===== config.mk =====
export PLATFORM = sky130hd
export DESIGN_NAME = io1in_debounce_flat
export DESIGN_NICKNAME = d
export VERILOG_FILES = /design/src/rtl/io_pkg.sv /design/src/rtl/io1in_debounce_if.sv /design/src/rtl/io_sync2.sv /design/src/rtl/io1in_debounce.sv /design/src/flat_wrapper.sv
export SDC_FILE = /design/constraint.sdc
export NUM_CORES = 1
export LEC_CHECK = 0
export CAP_MARGIN = 20
export CORE_MARGIN = 4
export CORE_UTILIZATION = 25
export DETAILED_ROUTE_END_ITERATION = 10
export HOLD_SLACK_MARGIN = 0.03
export REMOVE_ABC_BUFFERS = 1
export SLEW_MARGIN = 20
export SYNTH_ARGS = -nofsm -noshare
export SYNTH_HDL_FRONTEND = slang
export SYNTH_SLANG_ARGS = --single-unit

===== constraint.sdc =====
create_clock -name clk -period 1.61 [get_ports clk]
set_input_delay 0.4025 -clock clk [delete_from_list [all_inputs] [get_ports clk]]
set_output_delay 0.4025 -clock clk [all_outputs]
set_load 0.1 [all_outputs]

===== src/rtl/io_pkg.sv =====
// Shared definitions for the 1-bit input-pad conditioning blocks.
// Holds the debounce FSM state type, the legal parameter ranges and the
// helper that sizes the qualification counter.
package io_pkg;

  typedef enum logic {
    IDLE = 1'b0,
    QUAL = 1'b1
  } deb_state_t;

  localparam int SYNC_STAGES_MIN     = 2;
  localparam int SYNC_STAGES_MAX     = 4;
  localparam int DEBOUNCE_CYCLES_MIN = 1;

  // Width needed to hold counts 0..cycles.
  function automatic int cnt_width(input int cycles);
    return $clog2(cycles + 1);
  endfunction

endpackage


===== src/rtl/io1in_debounce_if.sv =====
// Signal bundle between a raw input pad and its debounce block.
// Optional feature macro: IO1IN_EDGE_STATS_EN adds the edge_count signal
// (and the EDGE_CNT_W parameter that sizes it).
interface io1in_debounce_if
`ifdef IO1IN_EDGE_STATS_EN
  #(parameter int EDGE_CNT_W = 16)
`endif
  ;
  logic pad_in;
  logic level_out;
  logic rise_pulse;
  logic fall_pulse;
  logic busy;
`ifdef IO1IN_EDGE_STATS_EN
  logic [EDGE_CNT_W-1:0] edge_count;
`endif

  // Pad side: drives the raw bit, observes the conditioned result.
  modport master (
    output pad_in,
    input  level_out,
    input  rise_pulse,
    input  fall_pulse,
    input  busy
`ifdef IO1IN_EDGE_STATS_EN
    , input edge_count
`endif
  );

  // Conditioning side: consumes the raw bit, produces level and strobes.
  modport slave (
    input  pad_in,
    output level_out,
    output rise_pulse,
    output fall_pulse,
    output busy
`ifdef IO1IN_EDGE_STATS_EN
    , output edge_count
`endif
  );

endinterface


===== src/rtl/io_sync2.sv =====
// Parameterized flop-chain synchronizer for asynchronous pad bits.
// The chain is forced to RESET_LEVEL during reset so no stale pad value
// survives into the first post-reset cycles.
module io_sync2 #(
  parameter int STAGES      = 2,
  parameter bit RESET_LEVEL = 1'b0
) (
  input  logic clk,
  input  logic rst,
  input  logic d,
  output logic q
);

  logic [STAGES-1:0] sync_p;

  // Shift the raw bit through the chain; bit 0 is the metastability catcher.
  always_ff @(posedge clk) begin
    if (rst) begin
      sync_p <= {STAGES{RESET_LEVEL}};
    end else begin
      sync_p <= {sync_p[STAGES-2:0], d};
    end
  end

  assign q = sync_p[STAGES-1];

  // Two flops minimum, otherwise the chain does not synchronize.
  a_stages_legal: assert property (@(posedge clk) STAGES >= 2)
    else $error("io_sync2: STAGES=%0d is below 2", STAGES);

endmodule


===== src/rtl/io1in_debounce.sv =====
// Input-pad conditioner: synchronizes one raw pad bit, debounces it with a
// consecutive-cycle filter and emits a clean level plus 1-cycle rise/fall
// strobes.
// Optional feature macro: IO1IN_EDGE_STATS_EN adds a wrapping count of
// accepted rising edges on bus.edge_count.
module io1in_debounce
  import io_pkg::*;
#(
  parameter int SYNC_STAGES     = 2,
  parameter int DEBOUNCE_CYCLES = 16,
  parameter bit RESET_LEVEL     = 1'b0
`ifdef IO1IN_EDGE_STATS_EN
  , parameter int EDGE_CNT_W    = 16
`endif
) (
  input logic             clk,
  input logic             rst,
  io1in_debounce_if.slave bus
);

  localparam int               CNT_W    = cnt_width(DEBOUNCE_CYCLES);
  localparam logic [CNT_W-1:0] CNT_LAST = CNT_W'(DEBOUNCE_CYCLES - 1);
  localparam logic [CNT_W-1:0] CNT_ONE  = CNT_W'(1);
  localparam bit PARAMS_OK = (SYNC_STAGES >= SYNC_STAGES_MIN) &&
                             (SYNC_STAGES <= SYNC_STAGES_MAX) &&
                             (DEBOUNCE_CYCLES >= DEBOUNCE_CYCLES_MIN);

  logic             sync_q;
  logic             differ;
  logic             accept;
  deb_state_t       state, state_n;
  logic [CNT_W-1:0] cnt, cnt_n;
  logic             level, level_n;
  logic             rise, rise_n;
  logic             fall, fall_n;

  io_sync2 #(
    .STAGES      (SYNC_STAGES),
    .RESET_LEVEL (RESET_LEVEL)
  ) u_sync (
    .clk (clk),
    .rst (rst),
    .d   (bus.pad_in),
    .q   (sync_q)
  );

  assign differ = (sync_q != level);

  // Next-state: qualify a disagreeing synchronized bit for DEBOUNCE_CYCLES
  // consecutive cycles before adopting it; any agreement cancels the attempt.
  always_comb begin
    state_n = state;
    cnt_n   = cnt;
    level_n = level;
    rise_n  = 1'b0;
    fall_n  = 1'b0;
    accept  = 1'b0;
    case (state)
      IDLE: begin
        cnt_n = '0;
        if (differ) begin
          if (DEBOUNCE_CYCLES == 1) begin
            // A one-cycle filter has nothing to qualify.
            accept = 1'b1;
          end else begin
            state_n = QUAL;
            cnt_n   = CNT_ONE;
          end
        end
      end
      QUAL: begin
        if (!differ) begin
          state_n = IDLE;
          cnt_n   = '0;
        end else if (cnt == CNT_LAST) begin
          accept  = 1'b1;
          state_n = IDLE;
          cnt_n   = '0;
        end else begin
          cnt_n = cnt + CNT_ONE;
        end
      end
    endcase
    if (accept) begin
      level_n = sync_q;
      rise_n  = sync_q;
      fall_n  = ~sync_q;
    end
  end

  // State, counter, level and strobe registers.
  always_ff @(posedge clk) begin
    if (rst) begin
      state <= IDLE;
      cnt   <= '0;
      level <= RESET_LEVEL;
      rise  <= 1'b0;
      fall  <= 1'b0;
    end else begin
      state <= state_n;
      cnt   <= cnt_n;
      level <= level_n;
      rise  <= rise_n;
      fall  <= fall_n;
    end
  end

  assign bus.level_out  = level;
  assign bus.rise_pulse = rise;
  assign bus.fall_pulse = fall;
  assign bus.busy       = (state == QUAL);

`ifdef IO1IN_EDGE_STATS_EN
  logic [EDGE_CNT_W-1:0] edge_cnt;

  // Count accepted rising edges one cycle after each rise strobe; wraps freely.
  always_ff @(posedge clk) begin
    if (rst) begin
      edge_cnt <= '0;
    end else if (rise) begin
      edge_cnt <= edge_cnt + 1'b1;
    end
  end

  assign bus.edge_count = edge_cnt;
`endif

  a_params_legal: assert property (@(posedge clk) PARAMS_OK)
    else $error("io1in_debounce: illegal SYNC_STAGES=%0d or DEBOUNCE_CYCLES=%0d",
                SYNC_STAGES, DEBOUNCE_CYCLES);

  a_strobes_exclusive: assert property (@(posedge clk) disable iff (rst)
    !(rise && fall));

  a_cnt_bounded: assert property (@(posedge clk) cnt <= CNT_LAST);

endmodule

===== src/flat_wrapper.sv =====
// flat-port wrapper written by rule: the top's interface ports become plain ports
module io1in_debounce_flat import io_pkg::*;
#(
  parameter int SYNC_STAGES     = 2,
  parameter int DEBOUNCE_CYCLES = 16,
  parameter bit RESET_LEVEL     = 1'b0

)
  (clk, rst, bus_pad_in, bus_level_out, bus_rise_pulse, bus_fall_pulse, bus_busy);
  io1in_debounce_if bus_i ();
  input logic clk;
  input logic rst;
  input wire logic [$bits(bus_i.pad_in)-1:0] bus_pad_in;
  output wire logic [$bits(bus_i.level_out)-1:0] bus_level_out;
  output wire logic [$bits(bus_i.rise_pulse)-1:0] bus_rise_pulse;
  output wire logic [$bits(bus_i.fall_pulse)-1:0] bus_fall_pulse;
  output wire logic [$bits(bus_i.busy)-1:0] bus_busy;
  assign bus_i.pad_in = bus_pad_in;
  assign bus_level_out = bus_i.level_out;
  assign bus_rise_pulse = bus_i.rise_pulse;
  assign bus_fall_pulse = bus_i.fall_pulse;
  assign bus_busy = bus_i.busy;
  io1in_debounce #(.SYNC_STAGES(SYNC_STAGES), .DEBOUNCE_CYCLES(DEBOUNCE_CYCLES), .RESET_LEVEL(RESET_LEVEL)) u_core (.clk(clk), .rst(rst), .bus(bus_i));
endmodule

-- Yosys cells after proc, flatten, opt, wreduce, memory -nomap -nowiden
Cells that the tools add are included.
Widths: inputs -> output; s select.
- $add $sub $neg: 1
- eq/ne operators: 2
- muxes and demuxes: 11
- bitwise logic cells: 3
- reductions and logical operators: 1
- operators by type and width (cell ; number):
    $mux 5 ; 2
    $pmux 5 s2 ; 1
    $mux 1 ; 7
    $add 5x1->5 const B ; 1
    $eq 5x4->1 const B ; 1
    $not 1->1 ; 3
    $pmux 1 s2 ; 1
    $reduce_or 2->1 ; 1
    $ne 1x1->1 ; 1
- register bits: 11
- output and inout port bits: 4
- logic and storage cells: 24

-- Depth between registers and ports, before layout
- depth in word-level cells: 6
- depth in mapped cells: 6

-- Modules after synthesis
From an unflattened synthesis, not the netlist that was laid out.
- cells, all modules: 40
- area total of the unflattened synthesis: 400.4 um^2
- by module, submodules not included (module ; instances ; cells an instance ; area an instance (um^2) ; sequential area each (um^2)):
    io1in_debounce ; 1 ; 36 ; 347.8 ; 180.2
    io_sync2 ; 1 ; 4 ; 52.6 ; 40.0

-- Least setup slack after synthesis
Ideal clock, no wire load.
- path kind: register to register
- start: register u_core.level (netlist: u_core.bus.level_out)
- end: register u_core.cnt[2]
- library setup time: 0.064 ns
- arrival time: 1.755 ns
- path slack: -0.209 ns
- stages on the path, launching flop included: 4
- buffers on the path: 0
- clock period less this slack: 1.819 ns
- cell sequence: dfxtp_1 -> nand2b_1 -> a2111o_1 -> nor2_1
- cells in the longest elaborated chain, start to end: 3
- ends and longest elaborated chain (element ; line ; text):
    from (decl) ; io1in_debounce.sv:33 ; logic level, level_n;
    from (signal assigned) ; io1in_debounce.sv:102 ; level <= level_n;
    $ne 1x1->1 ; io1in_debounce.sv:47 ; assign differ = (sync_q != level);
    $mux 5 ; io1in_debounce.sv:72 ; if (!differ) begin
    $pmux 5 s2 ; io1in_debounce.sv:58 ; case (state)
    to (signal assigned) ; io1in_debounce.sv:101 ; cnt <= cnt_n;
    to (decl) ; io1in_debounce.sv:32 ; logic [CNT_W-1:0] cnt, cnt_n;
No other way between the ends.
A chain may end at the register's enable or synchronous reset.

-- Final worst setup path
- start: register u_core.cnt[0]
- end: register u_core.cnt[3]
- cells in the longest elaborated chain, start to end: 4
- ends and longest elaborated chain (element ; line ; text):
    $add 5x1->5 / $eq 5x4->1 (equally long branches) ; io1in_debounce.sv:80, io1in_debounce.sv:75 ;
    $mux 5 * ; io1in_debounce.sv:75 ; end else if (cnt == CNT_LAST) begin
    $mux 5 * ; io1in_debounce.sv:72 ;
    $pmux 5 s2 * ; io1in_debounce.sv:58 ;
Mark *: on every way between the ends. The rest lies on a longest branch, timed or not.

==> flow_summary.json <==
{
  "multiInputGateArea_um2": 156,
  "first_iter_violations": 6,
  "die_x_um": 47.4,
  "port_buffers": 6,
  "yosysWarnings": 0,
  "fmax_ghz": 0.680,
  "cts.repair.resized": 0,
  "final_nets": 57,
  "clkLatencyLatePin_ps": 260,
  "status": "complete, no violations",
  "hold_violations": 0,
  "vias": 281,
  "fillers": 143,
  "root_buffer": "clkbuf_4",
  "syn_avg_cell_area_um2": 9.95,
  "worstSetupPathType": "register to register",
  "fin_crit_sh_pct": 91.3,
  "totalWireLength_um": 591,
  "gp_congestion": 0.693,
  "cts_made_buffers": 3,
  "cts_tree": "built",
  "timing.critical_path.required_ps": 1810,
  "p_leak_nw": 0.199,
  "hold-worst-slack_ps": 439,
  "rows": 13,
  "synth-seq-cells": 11,
  "slew_violations": 0,
  "drt-pass1-iter-count": 3,
  "synth_cell_types": 16,
  "grt_max_degree": 8,
  "ir_drop_v": 0.000396,
  "min_path_type": "register to register",
  "vias_per_cell": 4.26,
  "gr-usage-all-layers_pct": 7.41,
  "post_synth_instance_area_um2": 388,
  "start_util_pct": 28.1,
  "cts_buffer_depth": 2,
  "end_kind": "register",
  "register_area_um2": 220,
  "drive_gt1_share_pct": 17.6,
  "ys_seq_area_share_pct": 56.8,
  "worstSetupStartpointType": "register",
  "syn_inst": 39,
  "fin_setup_tns_ps": 0,
  "grt_pass1_vias": 262,
  "ant_nets": 0,
  "antenna_found_initial": 0,
  "skew_ps": 1.10,
  "drv_cap": 0,
  "grt_pass1_wl_mm": 1.09,
  "die_area_um2": 2250,
  "area_growth_pct": 41.3,
  "final_common_cell": "dfxtp_1",
  "setup_viol": 0,
  "dp_slack_ps": 42.6,
  "fp.dieH_um": 47.4,
  "clk_pin_slew_ps": 70,
  "cts.sinks": 11,
  "crit_fanout": 4,
  "h-tree-depth": 1,
  "grt-ovfl-total": 0,
  "rsz0062_at_grt": "no",
  "routedWlPerCell_um": 8.95,
  "cp.arrival_ps": 1670,
  "io_pins": 7,
  "final_cell_mix": "dfxtp_1, nor2_1, buf_12",
  "drc": 0,
  "worst_pin_slew_ps": 232,
  "core-area_um2": 1380,
  "fin_ws_ps": 140,
  "cts_hold_buf": 0,
  "relSlewSlack_pct": 84.5,
  "powerDensity_nw_per_um2": 883,
  "diodes": 0,
  "dpl.hpwl_um": 436,
  "period_needed_ps": 1470
}
[repair_timing]
item | 4_1_cts | 5_1_grt
endpoints found under the hold margin | 0 | 0
setup buffers | 0 | 0
endpoints found under the setup margin | 0 | 4
[per-stage QoR]
step | power (mW) | util, % | std cells | area, um^2
2_1_floorplan | 0.293 | - | 39 | 388
3_3_place_gp | 0.307 | 37.7 | 62 | 522
3_5_place_dp | 0.307 | 37.7 | 62 | 522
4_1_cts | 0.494 | 39.6 | 66 | 548
5_1_grt | 0.508 | 39.6 | 66 | 548
6_report | 0.484 | 39.6 | 66 | 548
[metal layers]
| metal | GRT usage, % | part of all wire, % | up-vias | wire length [um] |
|---|---|---|---|---|
| met2 | 8.29 | 36 | 6 | 215 |
| li1 | - | - | 154 | - |
| met5 | 0 | 0 | - | 0 |
| met4 | 8.29 | 1.9 | 0 | 11 |
| met1 | 10.0 | 55 | 119 | 324 |
| met3 | 2.30 | 6.6 | 2 | 39 |
[cells by family (layout without fill, tap and decap cells)]
logic type | count (synthesis) | in the layout | synth area share, %
AND/OR/NAND/NOR | 17 | 17 | 21.0
flip-flops | 11 | 11 | 56.8
AO/OA/AOI/OAI | 4 | 4 | 8.39
buffers and inverters | 3 | 15 | 2.90
adder cells (fa/ha/maj) | 2 | 2 | 6.45
XOR/XNOR | 2 | 2 | 4.52
[cell type report]
class                   instances  share of cell area (%)
clock buffers                   4                    4.79
inverters                       3                    2.05
multi-input cells              25                    28.5
flip-flops and latches         11                    40.2
well taps                      15                    3.42
repair buffers                  8                    21.0
[worst max-delay path: stages, from the launching register on]
cell      delay, ps
dfxtp_1         330
ha_1            220
and3_1          190
ha_1            210
a2111o_1        360
nor2_1          110
[synth_stat cells]
master	n	share of area, %
dfxtp_1	11	57
nor2_1	6	5.8
inv_1	3	2.9
ha_1	2	6.5
nand2_1	2	1.9
nand2b_1	2	3.2
nand3_1	2	2.6
nor2b_1	2	3.2
nor3_1	2	2.6
a2111o_1	1	2.9
a211oi_1	1	1.9
a21oi_1	1	1.3
a221oi_1	1	2.3
and3_1	1	1.6
xnor2_1	1	2.3
xor2_1	1	2.3
[state kept, by name (all words and copies together), names as in the netlist]
name and cells:
u_core.cnt 5, u_core.u_sync.sync_p 2, u_core.bus.busy 1, u_core.bus.fall_pulse 1
u_core.bus.level_out 1, u_core.bus.rise_pulse 1
[power by group]
group,internal [mW],total [mW],switching [mW],leakage (nW)
Sequential,0.276,0.278,0.00256,0.0892
Clock,0.0957,0.183,0.0877,0.0150
Combinational,0.0111,0.0221,0.0110,0.0951
Total,0.382,0.484,0.101,0.199
[worst paths after layout]
check / slack (ps) / from / depth (start not counted) / to
min: 440 / u_core.u_sync.sync_p[0] / 1 / u_core.u_sync.sync_p[1]
max: 140 / u_core.cnt[0] / 5 / u_core.cnt[3]
min reg2reg: 440 / u_core.u_sync.sync_p[0] / 1 / u_core.u_sync.sync_p[1]
max reg2reg: 140 / u_core.cnt[0] / 5 / u_core.cnt[3]
Note: power is estimated with default switching activity, not from simulation.
